**src/rtl/aes_pkg.sv**
```systemverilog
// Shared AES definitions for the inverse-cipher datapath.
//   aes_byte_t / aes_state_t : byte and 128-bit state types
//   INV_MC_COEF              : InvMixColumns circulant coefficient matrix K[row][j]
//   xtime                    : multiply by x (02) in GF(2^8), AES polynomial 0x11B
//   inv_coef_mul             : multiply a byte by one of 09/0B/0D/0E
//   state_byte               : byte k of a state, k = 4*col + row, byte 0 in the MSBs
package aes_pkg;

  typedef logic [7:0]   aes_byte_t;
  typedef logic [127:0] aes_state_t;

  typedef enum logic [1:0] {
    ST_IDLE,
    ST_CALC,
    ST_DONE
  } imc_state_e;

  localparam aes_byte_t INV_MC_COEF [4][4] = '{
    '{8'h0e, 8'h0b, 8'h0d, 8'h09},
    '{8'h09, 8'h0e, 8'h0b, 8'h0d},
    '{8'h0d, 8'h09, 8'h0e, 8'h0b},
    '{8'h0b, 8'h0d, 8'h09, 8'h0e}
  };

  function automatic aes_byte_t xtime(input aes_byte_t b);
    return {b[6:0], 1'b0} ^ (b[7] ? 8'h1b : 8'h00);
  endfunction

  // Only the four InvMixColumns coefficients are supported; anything else yields 0.
  function automatic aes_byte_t inv_coef_mul(input aes_byte_t coef, input aes_byte_t b);
    aes_byte_t x2, x4, x8;
    x2 = xtime(b);
    x4 = xtime(x2);
    x8 = xtime(x4);
    case (coef)
      8'h09:   return x8 ^ b;
      8'h0b:   return x8 ^ x2 ^ b;
      8'h0d:   return x8 ^ x4 ^ b;
      8'h0e:   return x8 ^ x4 ^ x2;
      default: return 8'h00;
    endcase
  endfunction

  function automatic aes_byte_t state_byte(input aes_state_t s, input logic [3:0] k);
    return s[127 - 8*k -: 8];
  endfunction

endpackage

```
**src/rtl/inv_mix_byte.sv**
```systemverilog
// Combinational InvMixColumns for a single output byte.
//   row    : output row (0..3) selecting the coefficient row of K
//   b0..b3 : the four bytes of the source column, row 0 first
//   result : XOR over j of K[row][j] * bj in GF(2^8)
module inv_mix_byte
  import aes_pkg::*;
(
  input  logic [1:0] row,
  input  aes_byte_t  b0,
  input  aes_byte_t  b1,
  input  aes_byte_t  b2,
  input  aes_byte_t  b3,
  output aes_byte_t  result
);

  always_comb begin
    result = inv_coef_mul(INV_MC_COEF[row][0], b0)
           ^ inv_coef_mul(INV_MC_COEF[row][1], b1)
           ^ inv_coef_mul(INV_MC_COEF[row][2], b2)
           ^ inv_coef_mul(INV_MC_COEF[row][3], b3);
  end

endmodule

```
**src/rtl/inv_mix_columns_seq.sv**
```systemverilog
// Sequential AES InvMixColumns engine: captures a 128-bit state, produces LANES
// result bytes per cycle, then holds the result until the consumer accepts it.
//   clk, rst             : clock, synchronous active-high reset
//   in_valid / in_ready  : input handshake for state_in (accepted only in IDLE)
//   state_in             : input state, byte k = state_in[127-8k -: 8], k = 4*col + row
//   out_valid / out_ready: output handshake for state_out (held stable in DONE)
//   state_out            : result state, same byte order, driven from res_q
//   busy                 : high while a block is in CALC or DONE
module inv_mix_columns_seq
  import aes_pkg::*;
#(
  parameter int LANES = 1
) (
  input  logic       clk,
  input  logic       rst,
  input  logic       in_valid,
  output logic       in_ready,
  input  aes_state_t state_in,
  output logic       out_valid,
  input  logic       out_ready,
  output aes_state_t state_out,
  output logic       busy
);

  if (!(LANES == 1 || LANES == 2 || LANES == 4)) begin : g_bad_lanes
    $error("inv_mix_columns_seq: LANES must be 1, 2 or 4");
  end

  imc_state_e state_q, state_d;
  logic [3:0] idx_q;
  aes_state_t src_q, res_q;
  logic       last_step;

  aes_byte_t  lane_res [LANES];
  logic [3:0] lane_k   [LANES];

  // Lanes cover consecutive bytes idx..idx+LANES-1; because LANES divides 4,
  // all lanes of one step fall within the same column.
  for (genvar l = 0; l < LANES; l++) begin : g_lane
    logic [3:0] col_base;
    assign lane_k[l] = idx_q + 4'(l);
    assign col_base  = {lane_k[l][3:2], 2'b00};

    inv_mix_byte u_byte (
      .row    (lane_k[l][1:0]),
      .b0     (state_byte(src_q, col_base)),
      .b1     (state_byte(src_q, col_base + 4'd1)),
      .b2     (state_byte(src_q, col_base + 4'd2)),
      .b3     (state_byte(src_q, col_base + 4'd3)),
      .result (lane_res[l])
    );
  end

  assign last_step = (idx_q == 4'(16 - LANES));

  // NOTE: every output of a combinational block gets a default before the case,
  // so no path leaves it unassigned and no latch is inferred.
  always_comb begin
    state_d = state_q;
    case (state_q)
      ST_IDLE: if (in_valid)  state_d = ST_CALC;
      ST_CALC: if (last_step) state_d = ST_DONE;
      ST_DONE: if (out_ready) state_d = ST_IDLE;
      default:                state_d = ST_IDLE;
    endcase
  end

  assign in_ready  = (state_q == ST_IDLE);
  assign out_valid = (state_q == ST_DONE);
  assign busy      = (state_q == ST_CALC) || (state_q == ST_DONE);
  assign state_out = res_q;

  // NOTE: state registers use non-blocking assignments so every flop samples
  // values from before the edge, independent of statement order.
  always_ff @(posedge clk) begin
    if (rst) begin
      state_q <= ST_IDLE;
      idx_q   <= '0;
      // NOTE: the data registers are plain flops, not a RAM, so clearing them
      // on reset is cheap and keeps state_out deterministic after reset.
      src_q   <= '0;
      res_q   <= '0;
    end else begin
      state_q <= state_d;
      case (state_q)
        ST_IDLE: begin
          if (in_valid) begin
            src_q <= state_in;
            idx_q <= '0;
          end
        end
        ST_CALC: begin
          for (int l = 0; l < LANES; l++) begin
            res_q[127 - 8*lane_k[l] -: 8] <= lane_res[l];
          end
          idx_q <= idx_q + 4'(LANES);  // wraps to 0 after byte 15
        end
        default: ;
      endcase
    end
  end

endmodule
```
**config.mk**
```make
export PLATFORM = sky130hd
export DESIGN_NAME = inv_mix_columns_seq
export DESIGN_NICKNAME = d
export VERILOG_FILES = /design/src/rtl/aes_pkg.sv /design/src/rtl/inv_mix_byte.sv /design/src/rtl/inv_mix_columns_seq.sv
export SDC_FILE = /design/constraint.sdc
export NUM_CORES = 1
export LEC_CHECK = 0
export ABC_AREA = 1
export BUFFER_PORTS_ARGS = -buffer_cell sky130_fd_sc_hd__buf_2
export CAP_MARGIN = 20
export CORE_ASPECT_RATIO = 1.1
export CORE_MARGIN = 2
export CORE_UTILIZATION = 42
export CTS_CLUSTER_SIZE = 10
export DETAILED_ROUTE_END_ITERATION = 8
export GPL_TIMING_DRIVEN = 0
export PLACE_DENSITY = 0.7
export SLEW_MARGIN = 5
export SYNTH_ARGS = -nofsm -noshare
export SYNTH_HDL_FRONTEND = slang
export SYNTH_SLANG_ARGS = --single-unit
export TNS_END_PERCENT = 100
```
**constraint.sdc**
```tcl
create_clock -name clk -period 5.1 [get_ports clk]
set_input_delay 0.255 -clock clk [delete_from_list [all_inputs] [get_ports clk]]
set_output_delay 0.255 -clock clk [all_outputs]
set_load 0.03 [all_outputs]
```
Yosys cells after proc, flatten, opt, wreduce, memory -nomap -nowiden --
Cells that the tools add are included.
Word-level totals: word-level logic and storage cells 115, input port bits 132, flip-flop bits (word level) 262, output and inout port bits 131
Cells by class: mux-type cells 26, eq/ne operators 22, shift operators 6, reduce and logical (&&, ||, !) cells 6, bitwise logic cells 40, magnitude comparators 1, $add $sub $neg 10
Operator list (count):
- variable part select 135 x 33 -> 8 bit | 4
- XOR 8 bit | 39
- variable shift 8 x 34 -> 135 bit (first input constant) | 1
- variable part select 8 x 34 -> 135 bit | 1
- bitwise mux 128 bit | 1
- == test 8 x 4 -> 1 bit (second input constant) | 16
- case mux 8 bit (4 select lines) | 4
- binary-select mux 32 bit (select 2 bit) | 1
- 2-to-1 mux 32 bit | 2
- 2-to-1 mux 5 bit | 12
- subtractor 7 x 7 -> 8 bit (first input constant) | 5
- negator 32 -> 34 bit | 1
- adder 4 x 1 -> 4 bit (second input constant) | 2
- adder 4 x 2 -> 4 bit (second input constant) | 2
- case mux 4 bit (2 select lines) | 1
- 2-to-1 mux 2 bit | 3
- case mux 2 bit (3 select lines) | 1
- == test 4 bit (second input constant) | 1
- 2-to-1 mux 4 bit | 1
- != test 2 bit (second input constant) | 2
- AND reduction 2 bit | 2
- >= comparator 3 bit (second input constant) | 1
- NOT 2 -> 3 bit | 1
- AND reduction 3 bit | 1
- 6 further kinds | 6

Depth between registers and ports, before layout --
Gate-level depths: netlist of run 1.
depth after elaboration 17, gate-level depth with buffers 22, mapped depth without buffers 21

Modules after synthesis --
From an unflattened synthesis of run 1, not the netlist that was laid out.
Unflattened totals: cells, all modules 2178, area total of the unflattened synthesis 13992.2 um2
By module, submodules not included:
- inv_mix_columns_seq | seq. area each 5245.0 um2, cells an instance 1420, instances 1, area an instance 10560.1 um2
- inv_mix_byte | seq. area each 0.0 um2, cells an instance 758, instances 1, area an instance 3432.0 um2

Least setup slack after synthesis of run 1 --
OpenSTA, ideal clock, no wires.
path type reg-to-reg, start point reg idx_q[1], end point reg res_q[122], in the netlist state_out[122], setup slack 2175 ps, clock period less this slack 2925 ps, data required time 5030 ps, library setup time 70 ps, stages on the path, launching flop included 18, arrival time 2855 ps, path buffers 4, cell sequence dfxtp_1 buf_2 clkinv_1 ha_1 clkbuf_1 inv_1 clkbuf_1 nand2_1 clkbuf_1 nand3_1 nand2_1 clkinv_1 nand2_1 nand2_1 nand2_1 nand2_1 nand3_1 a21oi_1
On the way: word-level cells in the longest chain between the ends 11, elaborated cells between the ends (all ways) 32, those cells by class add/sub: 2; eq/ne: 16; shift: 2; mux: 8; bitwise: 4
Ends and longest elaborated chain:
- start, declared | RTL line inv_mix_columns_seq.sv:30 | logic [3:0] idx_q;
- start signal, assigned | RTL line inv_mix_columns_seq.sv:96 | idx_q <= idx_q + 4'(LANES);
- branches (longest 10 deep; another with negator 32 -> 34 bit)
- bitwise mux 128 bit * | RTL line inv_mix_columns_seq.sv:94 | res_q[127 - 8*lane_k[l] -: 8] <= lane_res[l];
- end signal, assigned by index | RTL line inv_mix_columns_seq.sv:94
- end, declared | RTL line inv_mix_columns_seq.sv:31 | aes_state_t src_q, res_q;
Mark *: on every way between the ends. The select of a mux whose other input is x is not followed. A chain may end at the register's enable or synchronous reset.

Worst setup path after layout of run 1 --
start point reg idx_q[1], end point reg res_q[9], in the netlist state_out[9]
The elaborated chain is that of the path after synthesis.

==> results of run 1 <==
-- worst min-delay path, delay by kind of cell --
family,cells,cell delay (ps)
buf+inv,1,100
compound gates,2,200
-- power by group through the flow --
stage               Clock (uW)  Sequential, uW  Combinational (uW)
finish                    1890            2610                5140
global route              1990            2640                5660
CTS                       1890            2600                5030
detailed placement           0            2640                4950
global placement             0            2630                4880
floorplan                    0            2640                3430
-- worst min path at each step --
stage | startpoint | to | slack [ps] | cells after the start
detailed placement | src_q[54]$_SDFFE_PP0P_ | src_q[54]$_SDFFE_PP0P_ | 470 | 2
CTS | state_in[21] | src_q[21]$_SDFFE_PP0P_ | 4 | 3
floorplan | rst | idx_q[1]$_SDFFE_PP0P_ | 320 | 1
finish | state_in[21] | src_q[21]$_SDFFE_PP0P_ | 8 | 3
global route | state_in[86] | src_q[86]$_SDFFE_PP0P_ | 10 | 3
global placement | src_q[5]$_SDFFE_PP0P_ | src_q[5]$_SDFFE_PP0P_ | 460 | 2
-- metal layers --
metal / share of wire [%] / vias up / wire, um
met5: 0 / - / 0
met4: 6.2 / 0 / 3240
met3: 7.3 / 150 / 3810
met2: 47 / 743 / 24500
met1: 40 / 7334 / 20700
li1: - / 7743 / -
-- cell usage in the layout, fill, tap and decap left out, types with 28 or more instances in the layout --
| cell type | count |
|---|---|
| nand2_2 | 28 |
| nand3_1 | 190 |
| nor2_1 | 288 |
| clkbuf_16 | 30 |
| a21oi_1 | 141 |
| dfxtp_1 | 262 |
| buf_2 | 278 |
| o21ai_0 | 292 |
| xnor2_1 | 29 |
| dlygate4sd3_1 | 113 |
| inv_1 | 60 |
| nand2_1 | 594 |
| clkbuf_1 | 84 |
-- sequential cells by signal, summed over array words and instances (netlist names) --
register and cells:
state_q 2, src_q 128, state_out 128, idx_q 4
-- cells by family after synthesis --
family	after synthesis	share of synthesized area, %
buffers and inverters	188	5.81
AND/OR/NAND/NOR	1140	34.6
flip-flops	262	38.2
AO/OA/AOI/OAI	460	17.0
adder cells (fa/ha/maj)	13	1.19
XOR/XNOR	48	3.17
-- layout make-up --
cell class                      instances  share of cell area [%]
Sequential cell                       262                    30.0
Buffer                                111                    2.90
Clock inverter                          2                   0.200
Clock buffer                           33                    4.47
Inverter                               77                    1.65
Timing Repair Buffer                  375                    14.0
Tap cell                              426                    3.04
Multi-Input combinational cell       1661                    43.8
-- metrics by stage --
stage          cell area, sq um  setup WS (ps)  total power (uW)  hold WS, ps  util (%)
6_report                  17500            658              9650         7.97      54.4
5_1_grt                   17500            343             10300         11.9      54.4
4_1_cts                   17500            767              9530         3.91      54.4
3_5_place_dp              15600            782              7600          468      48.3
3_3_place_gp              15600            822              7510          458      48.3
2_1_floorplan             13700           2180              6070          324         -
==> run_results.csv, run 1 <==
group,metric,value,unit
clocking,post_cts_buffers,0,
setup_path,reg2reg_depth,14,
sta,period_needed,4440,ps
sta,period_share,87.1,%
sta,setup-tns-final,0,ps
clocking,clk_pin_slew,60,ps
power,pwr_density_cell,551,mW/mm^2
layout,multi_input_comb_area,0.00767,sq mm
synthesis,syn_area,0.0137,sq mm
setup_path,cp_common_cell,"clkbuf_1",
drt,drc,0,
floorplan,ios,263,
synthesis,synthCells,2111,
power,pwr-share-comb,53.3,%
setup_path,rrSetupSlack,660,ps
sta,max_slew.worst_pin.slew,701,ps
placed_design,io_buffer_count,262,
sta,hold_viol,0,
clocking,cts_made_buffers,30,
power,ir_drop,457,uV
layout,seq_area,0.00525,sq mm
power,intPower,4960,uW
clocking,cts_resized,0,
clocking,ctsHoldBuffers,113,
flow_run,maxCapViolations,0,
floorplan,die_area,0.0341,sq mm
power,p_clk_share,19.6,%
sta,timing.fmax,225,MHz
synthesis,yosys_warnings,0,
setup_path,path_class,"flip-flop to flip-flop",
power,p_switching,4680,uW
run_status,status,"finished, final reports clean",
setup_path,critPathTopFamily,"buffers and inverters",
setup_path,max_stage_delay,490,ps
setup_path,r2r_start,"idx_q[1]$_SDFFE_PP0P_",
power,power_frac_seq,27.1,%
global_route,grt_util_met3,3.73,%
clocking,h-tree-depth,1,
setup_path,crit_path_start_kind,"flip-flop",
global_route,grt_max_degree,17,
drt,avgViaCountPerCell,5.42,
global_route,globalRouteOverflowTotal,0,
global_route,grtUsageMet1,36.5,%
layout,layout.cells.non_filler,2947,
floorplan,die_width,176,um
placed_design,hpwl,38.4,mm
drt,drt_iter0_drc,1585,
synthesis,synth_edf_count,0,
setup_path,path_max_fanout,12,
layout,n_antenna_cell,0,
sta,finalMaxSlewViolations,0,
layout,area_growth_syn_to_layout,27.7,%
setup_path,arrival,4880,ps
setup_path,setup.worst_path.end,"state_out[9]$_SDFFE_PP0P_",
placed_design,gp_congestion,0.980,
setup_path,slowest_stage,"dfxtp_1",
synthesis,yosysSeqAreaShare,38.2,%
synthesis,post-synth-top-area-cell,"dfxtp_1",
drt,ant_nets,0,
setup_path,path_cells,"buf_2, clkinv_1, ha_1, clkbuf_1, inv_1, clkbuf_1, nand2_1, clkbuf_1, nand3_1, nand2_1, nand3_1, nand4_1, nand4_1, a21oi_1",
setup_path,critPathBufInv,6,
setup_path,startpoint,"idx_q[1]$_SDFFE_PP0P_",
floorplan,start_util,42.6,%
synthesis,synth_top_cell_area_share,38.2,%
clocking,clk_latency,580,ps
setup_path,critPathRequiredTime,5540,ps
synthesis,syn_avg_cell_area,6.50,sq um
sta,rsz0062_at_grt,"false",
setup_path,rr_endpoint,"state_out[9]$_SDFFE_PP0P_",
floorplan,die_h,194,um
sta,fin_skew,13.6,ps
global_route,grt_usage,29.7,%
sta,setup_viol,0,
synthesis,synth.most_common_cell,"nand2_1",
drt,dr.pass1.iters,5,
global_route,grt_pass1_vias,14900,
layout,nNetsFinal,2663,
clocking,cts_tree,"built",
synthesis,netlist_top_cells_count,"nand2_1, o21ai_0, nor2_1",
setup_path,setup.worst_path.end_class,"flip-flop",
power,p_sw_share,48.5,%
hold_path,hold_class,"input pin to flip-flop",
clocking,root_buffer,"clkbuf_16",
floorplan,num_rows,69,
drt,vias,16000,
sta,maxSlewHeadroom,53.0,%
synthesis,synthArstFlopShare,0,%
synthesis,synthDistinctLibCells,35,
clocking,cts_sinks,262,
synthesis,syn-num-nets,2256,
floorplan,core_area,0.0322,sq mm
layout,fill_cells,3155,
layout,final_layout_size_suffix_gt1_share,15.1,%
synthesis,synthFlopType,"dfxtp_1",
global_route,use_met2,50.1,%
global_route,grt_pass1_wl,80.6,mm
synthesis,ys_top_cells_by_area,"dfxtp_1, nand2_1, o21ai_0",
setup_path,cp_num_cells,14,
placed_design,dp_cells,2799,
clocking,cts_max_path_buffers,3,
drt,finalWirelength,52.3,mm
power,p_leak,0.00830,uW
drt,wl_per_cell,17.7,um
global_route,antenna_found_initial,0,
synthesis,ys_seq_elements,262,
global_route,busiest_layer,"met2",
(Power assumes the default switching activity.)
==> run 2: changes to the inputs <==
- ABC_AREA: 1 -> not set
- PLACE_DENSITY: 0.7 -> 0.71
==> run 2 against run 1 <==
Effect of this change: hold slack got worse by 2.0 ps; sequential power fell by 15%; clock power barely moved; sequential cell count did not move; combinational power fell by 59%; critical path type unchanged; largest cell class unchanged; largest power group is now registers.
==> run_results.csv, run 2 <==
group,metric,value,unit
run_status,status,"finished, final reports clean",
hold_path,min_from,"state_in[0]",
drt,route.met3.wl,3.45,mm
drt,met1_length,17.4,mm
placed_design,gp_congestion,0.919,
drt,wl_met2,21.4,mm
synthesis,synthFlopType,"dfxtp_1",
floorplan,die_width,173,um
synthesis,synth_edf_count,0,
drt,dr.pass1.iters,5,
clocking,cts_max_path_buffers,3,
floorplan,start_util,42.4,%
global_route,antenna_found_initial,0,
global_route,grt_pass1_vias,12600,
setup_path,max_stage_delay,620,ps
clocking,clk_pin_slew,60,ps
sta,setup_viol,0,
power,p_leak,0.00698,uW
synthesis,ys_seq_elements,262,
hold_path,whs_path_depth,3,
power,p_switching,2190,uW
power,pwr-share-comb,34.0,%
hold_path,hold-path-endpoint,"src_q[0]$_SDFFE_PP0P_",
setup_path,critPathRequiredTime,5520,ps
layout,area_growth_syn_to_layout,29.8,%
synthesis,synthCells,1480,
drt,wl_per_cell,18.9,um
synthesis,post-synth-top-area-cell,"dfxtp_1",
setup_path,r2r_start,"idx_q[2]$_SDFFE_PP0P_",
layout,final_core_util,55.0,%
sta,period_needed,4290,ps
sta,timing.fmax,233,MHz
drt,top_layer_used,"met4",
power,p_clk_share,30.5,%
drt,finalWirelength,43.9,mm
drt,avgViaCountPerCell,5.41,
layout,final_common_cell,"nand2_1",
global_route,globalRouteOverflowTotal,0,
placed_design,io_buffer_count,261,
sta,finalMaxSlewViolations,0,
synthesis,yosysSeqAreaShare,39.7,%
hold_path,hold_class,"input pin to flip-flop",
global_route,grt_usage,26.1,%
synthesis,syn-num-nets,1625,
floorplan,num_rows,68,
sta,fin_skew,12.4,ps
sta,setup_ws,809,ps
layout,final_layout_size_suffix_gt1_share,21.6,%
setup_path,reg2reg_depth,14,
synthesis,syn_avg_cell_area,8.92,sq um
synthesis,yosys_warnings,0,
synthesis,ys_top_cells_by_area,"dfxtp_1, nand2_1, xnor2_1",
layout,fill_cells,2735,
power,pwr_density_cell,365,mW/mm^2
layout,n_antenna_cell,0,
setup_path,path_class,"flip-flop to flip-flop",
power,power_frac_seq,35.5,%
synthesis,synthArstFlopShare,0,%
synthesis,synthDistinctLibCells,60,
floorplan,core_area,0.0311,sq mm
drt,drc,0,
power,p_total,6250,uW
clocking,cts_sinks,262,
clocking,cts_resized,0,
power,ir_drop,257,uV
setup_path,rr_endpoint,"state_out[45]$_SDFFE_PP0P_",
clocking,clk_latency,550,ps
setup_path,critPathBufInv,5,
setup_path,slowest_stage,"xnor2_1",
setup_path,arrival,4710,ps
flow_run,maxCapViolations,0,
clocking,h-tree-depth,1,
floorplan,die_area,0.0329,sq mm
sta,period_share,84.1,%
layout,nNetsFinal,2045,
synthesis,synth_top_cell_area_share,39.7,%
synthesis,synth.most_common_cell,"nand2_1",
floorplan,die_h,190,um
drt,vias,12600,
clocking,cts_made_buffers,30,
sta,maxSlewHeadroom,48.9,%
setup_path,rrSetupSlack,810,ps
floorplan,ios,263,
sta,setup-tns-final,0,ps
synthesis,netlist_top_cells_count,"nand2_1, dfxtp_1, a21oi_1",
sta,rsz0062_at_grt,"false",
global_route,grt_pass1_wl,68.4,mm
layout,fin_area,0.0171,sq mm
sta,hold_viol,0,
global_route,grt_max_degree,15,
setup_path,path_max_fanout,10,
power,intPower,4060,uW
placed_design,place_area,0.0150,sq mm
placed_design,pre_cts_ws,777,ps
drt,drt_iter0_drc,1108,
setup_path,setup.worst_path.end_class,"flip-flop",
setup_path,crit_path_start_kind,"flip-flop",
setup_path,critPathTopFamily,"buffers and inverters",
clocking,cts_tree,"built",
placed_design,hpwl,30.9,mm
sta,max_slew.worst_pin.slew,760,ps
drt,ant_nets,0,
power,p_sw_share,35.1,%
setup_path,cp_common_cell,"xnor2_1",
synthesis,syn_area,0.0132,sq mm
clocking,root_buffer,"clkbuf_16",
layout,mostFrequentLayoutCells,"nand2_1, buf_2, dfxtp_1",
setup_path,path_cells,"buf_6, buf_12, buf_6, mux4_2, buf_2, nand2_1, xor2_1, xnor2_1, a221oi_1, a21oi_1, xnor2_1, xnor2_1, buf_2, o21ai_0",
run 2: changes by cell type after synthesis, sizes merged, moves of 24 or more:
cell,delta
clkbuf,-24
nand2,-240
xor2,+32
nand3,-165
a22o,+34
xnor2,+92
a21oi,+33
mux4,+36
o21ai,-236
nor2,-237
inv,-63
run 2: tightest hold or removal path, delay by kind of cell:
family                 cells  cell delay [ps]
buffers and inverters      1              120
and+or+nand+nor            1               60
AOI/OAI and AO/OA          1               60
run 2: routing by layer:
metal  global-route usage [%]  up-vias
li1                         -     5877
met1                     32.0     5928
met2                     46.4      648
met3                     4.04      126
met4                     9.58        0
met5                        0        -
run 2: through the flow:
stage               std cells  hold WS, ps
floorplan                1480          391
global placement         2161          428
detailed placement       2161          438
CTS                      2323         3.63
global route             2323         14.3
finish                   2323         5.96
run 2: worst max path at each step:
stage,slack [ps],startpoint,cells after the start,to
final,810,idx_q[2]$_SDFFE_PP0P_,14,state_out[45]$_SDFFE_PP0P_
after global routing,600,idx_q[2]$_SDFFE_PP0P_,14,state_out[13]$_SDFFE_PP0P_
after CTS,770,idx_q[2]$_SDFFE_PP0P_,14,state_out[21]$_SDFFE_PP0P_
after detailed placement,780,idx_q[2]$_SDFFE_PP0P_,14,state_out[45]$_SDFFE_PP0P_
after global placement,800,idx_q[2]$_SDFFE_PP0P_,14,state_out[61]$_SDFFE_PP0P_
after floorplan,1930,idx_q[2]$_SDFFE_PP0P_,12,state_out[11]$_SDFFE_PP0P_
run 2: power groups by stage:
stage / clock network (uW) / logic [uW] / registers [uW]
2_1_floorplan: 0 / 1380 / 2270
3_5_place_dp: 0 / 2030 / 2260
5_1_grt: 2010 / 2280 / 2220
3_3_place_gp: 0 / 2010 / 2250
4_1_cts: 1920 / 2120 / 2210
6_report: 1910 / 2120 / 2220
run 2: final cells by class:
class / count / area, sq um / share of cell area [%]
plain buffers: 111 / 584 / 3.41
clock buffers: 34 / 797 / 4.65
multi-input cells: 1097 / 7340 / 42.8
clock inverters: 1 / 30.0 / 0.175
flip-flops and latches: 262 / 5250 / 30.6
well taps: 420 / 526 / 3.07
inverters: 10 / 37.5 / 0.219
repair buffers: 388 / 2580 / 15.0
run 2: logic make-up (layout without fill, tap and decap cells):
logic type / count (synthesis) / count (layout) / share of synthesized area, %
compound gates: 332 / 332 / 15.2
simple gates: 515 / 515 / 15.7
fa+ha+maj: 13 / 13 / 1.23
xor+xnor: 184 / 184 / 15.9
flops: 262 / 262 / 39.7
buf+inv: 121 / 544 / 4.71
mux: 53 / 53 / 7.60
run 2: repair_timing:
item                                   4_1_cts  5_1_grt
endpoints found under the hold margin      127        0
setup buffers                                0        0
hold buffers                               127        0
==> run 3: changes to the inputs <==
- PLACE_DENSITY: 0.71 -> 0.73
- clock period: 5.1 -> 3.5 ns (I/O delays scaled with it)
==> run 3 against run 2 <==
Effect of this change: the flow now finishes with violations (setup timing); clock skew increased by 4.6 ps; final area increased by 4.9%; global-route usage increased by 1.0 points.
==> run_results.csv, run 3 (synthesis gave the netlist of run 2 again) <==
group,metric,value,unit
drt,drt_iter0_drc,1095,
power,pwr_density_cell,547,mW/mm^2
clocking,root_buffer,"clkbuf_16",
run_status,violations,"setup timing",
layout,final_core_util,57.7,%
layout,multi_input_comb_area,0.00763,sq mm
setup_path,arrival,3990,ps
drt,avgViaCountPerCell,5.47,
layout,fill_cells,2607,
hold_path,min_from,"out_ready",
setup_path,critPathTopFamily,"XOR/XNOR gates",
setup_path,path_class,"flip-flop to flip-flop",
setup_path,rr_endpoint,"state_out[96]$_SDFFE_PP0P_",
placed_design,hpwl,31.1,mm
placed_design,gp_congestion,0.934,
layout,nNetsFinal,2093,
sta,fin_skew,17.0,ps
setup_path,setup.worst_path.end_class,"flip-flop",
sta,period_share,100,%
global_route,grt_pass1_vias,12700,
clocking,cts_max_path_buffers,3,
layout,mostFrequentLayoutCells,"nand2_1, buf_2, dfxtp_1",
setup_path,crit_path_start_kind,"flip-flop",
clocking,cts_sinks,262,
flow_run,maxCapViolations,0,
clocking,clk_latency,570,ps
sta,hold_slack,38.1,ps
hold_path,whs_path_depth,4,
layout,area_growth_syn_to_layout,36.1,%
clocking,h-tree-depth,1,
setup_path,slowest_stage,"mux4_2",
floorplan,die_area,0.0329,sq mm
placed_design,io_buffer_count,261,
floorplan,num_rows,68,
drt,ant_nets,0,
setup_path,rrSetupSlack,-1,ps
power,ir_drop,386,uV
layout,final_layout_size_suffix_gt1_share,26.1,%
floorplan,start_util,42.4,%
drt,vias,13000,
setup_path,path_cells,"buf_12, buf_4, mux4_2, buf_12, xnor2_1, xnor2_1, a221oi_2, xnor2_2, xnor3_2, buf_4, nor2_2, nand3_1, a21oi_1",
setup_path,reg2reg_depth,13,
layout,final_common_cell,"nand2_1",
sta,hold_viol,0,
global_route,antenna_found_initial,1,
floorplan,core_area,0.0311,sq mm
floorplan,ios,263,
layout,seq_area,0.00525,sq mm
sta,max_slew.worst_pin.slew,731,ps
drt,finalWirelength,46.7,mm
clocking,cts_made_buffers,30,
sta,rsz0062_at_grt,"true",
drt,drc,0,
global_route,grt_pass1_wl,70.5,mm
setup_path,critPathBufInv,4,
setup_path,path_max_fanout,7,
floorplan,die_width,173,um
setup_path,r2r_start,"idx_q[2]$_SDFFE_PP0P_",
global_route,grt_max_degree,16,
setup_path,max_stage_delay,530,ps
drt,wl_per_cell,19.7,um
drt,dr.pass1.iters,6,
clocking,clk_pin_slew,60,ps
clocking,cts_tree,"built",
sta,timing.fmax,286,MHz
sta,setup_viol,1,
hold_path,hold_class,"input pin to flip-flop",
sta,maxSlewHeadroom,51.3,%
hold_path,hold-path-endpoint,"state_q[1]$_SDFFE_PP0P_",
global_route,grt_usage,27.1,%
sta,finalMaxSlewViolations,0,
sta,period_needed,3500,ps
sta,setup_ws,-1.03,ps
floorplan,die_h,190,um
global_route,globalRouteOverflowTotal,0,
run_status,status,"complete, but fails checks",
power,p_leak,0.00739,uW
setup_path,critPathRequiredTime,3990,ps
placed_design,pre_cts_ws,-796,ps
==> run 3: where the power goes <==
group / switching [uW] / total, uW / internal (uW)
clock: 1180 / 2780 / 1600
combinational: 2240 / 3820 / 1590
sequential: 96.0 / 3230 / 3130
total: 3510 / 9840 / 6320
==> run 3: metal layers <==
metal	vias to the layer above	track usage, %	wire length (um)
met5	-	0	0
met4	0	10.4	1830
met3	134	5.18	4160
met2	747	48.0	22800
met1	6115	32.6	17900
li1	5975	-	-
==> run 3: worst max path at each step <==
stage                                     start                         end  slack (ps)  cells past startpoint
after CTS                 idx_q[2]$_SDFFE_PP0P_  state_out[64]$_SDFFE_PP0P_         -40                     13
after global placement    idx_q[2]$_SDFFE_PP0P_  state_out[61]$_SDFFE_PP0P_        -790                     14
after global routing      idx_q[2]$_SDFFE_PP0P_  state_out[64]$_SDFFE_PP0P_        -110                     13
final                     idx_q[2]$_SDFFE_PP0P_  state_out[96]$_SDFFE_PP0P_          -1                     13
after detailed placement  idx_q[2]$_SDFFE_PP0P_  state_out[45]$_SDFFE_PP0P_        -800                     14
after floorplan           idx_q[2]$_SDFFE_PP0P_  state_out[11]$_SDFFE_PP0P_         330                     12
==> run 3: worst reg2reg max path, cell delays in order, from the launching register on <==
cell	delay, ps
dfxtp_4	410
buf_12	150
buf_4	120
mux4_2	530
buf_12	170
xnor2_1	380
xnor2_1	180
a221oi_2	340
xnor2_2	180
xnor3_2	400
buf_4	190
nor2_2	130
nand3_1	90
a21oi_1	150
==> run 3: final cells by class <==
class,instances,area share [%]
Antenna cell,1,0.0139
Buffer,106,3.61
Clock buffer,33,4.30
Clock inverter,2,0.258
Inverter,10,0.209
Multi-Input combinational cell,1097,42.5
Sequential cell,262,29.2
Tap cell,420,2.92
Timing Repair Buffer,441,17.0
==> run 3: timing repair <==
item                                    in CTS  in global routing
cloned                                       0                  4
endpoints found under the setup margin     128                109
resized for setup                           54                 47
endpoints found under the hold margin      128                  0
hold buffers                               128                  0
setup buffers                               19                 29
pin swaps                                   13                 23
==> run 3: metrics by stage <==
step | setup TNS (ps) | total power, uW | cell area (sq um) | cells
floorplan | 0 | 5330 | 13200 | 1480
global placement | -52380 | 6200 | 15000 | 2161
detailed placement | -56910 | 6260 | 15000 | 2161
CTS | -100 | 9480 | 17500 | 2341
global route | -2170 | 10200 | 18000 | 2372
finish | -1.03 | 9840 | 18000 | 2372
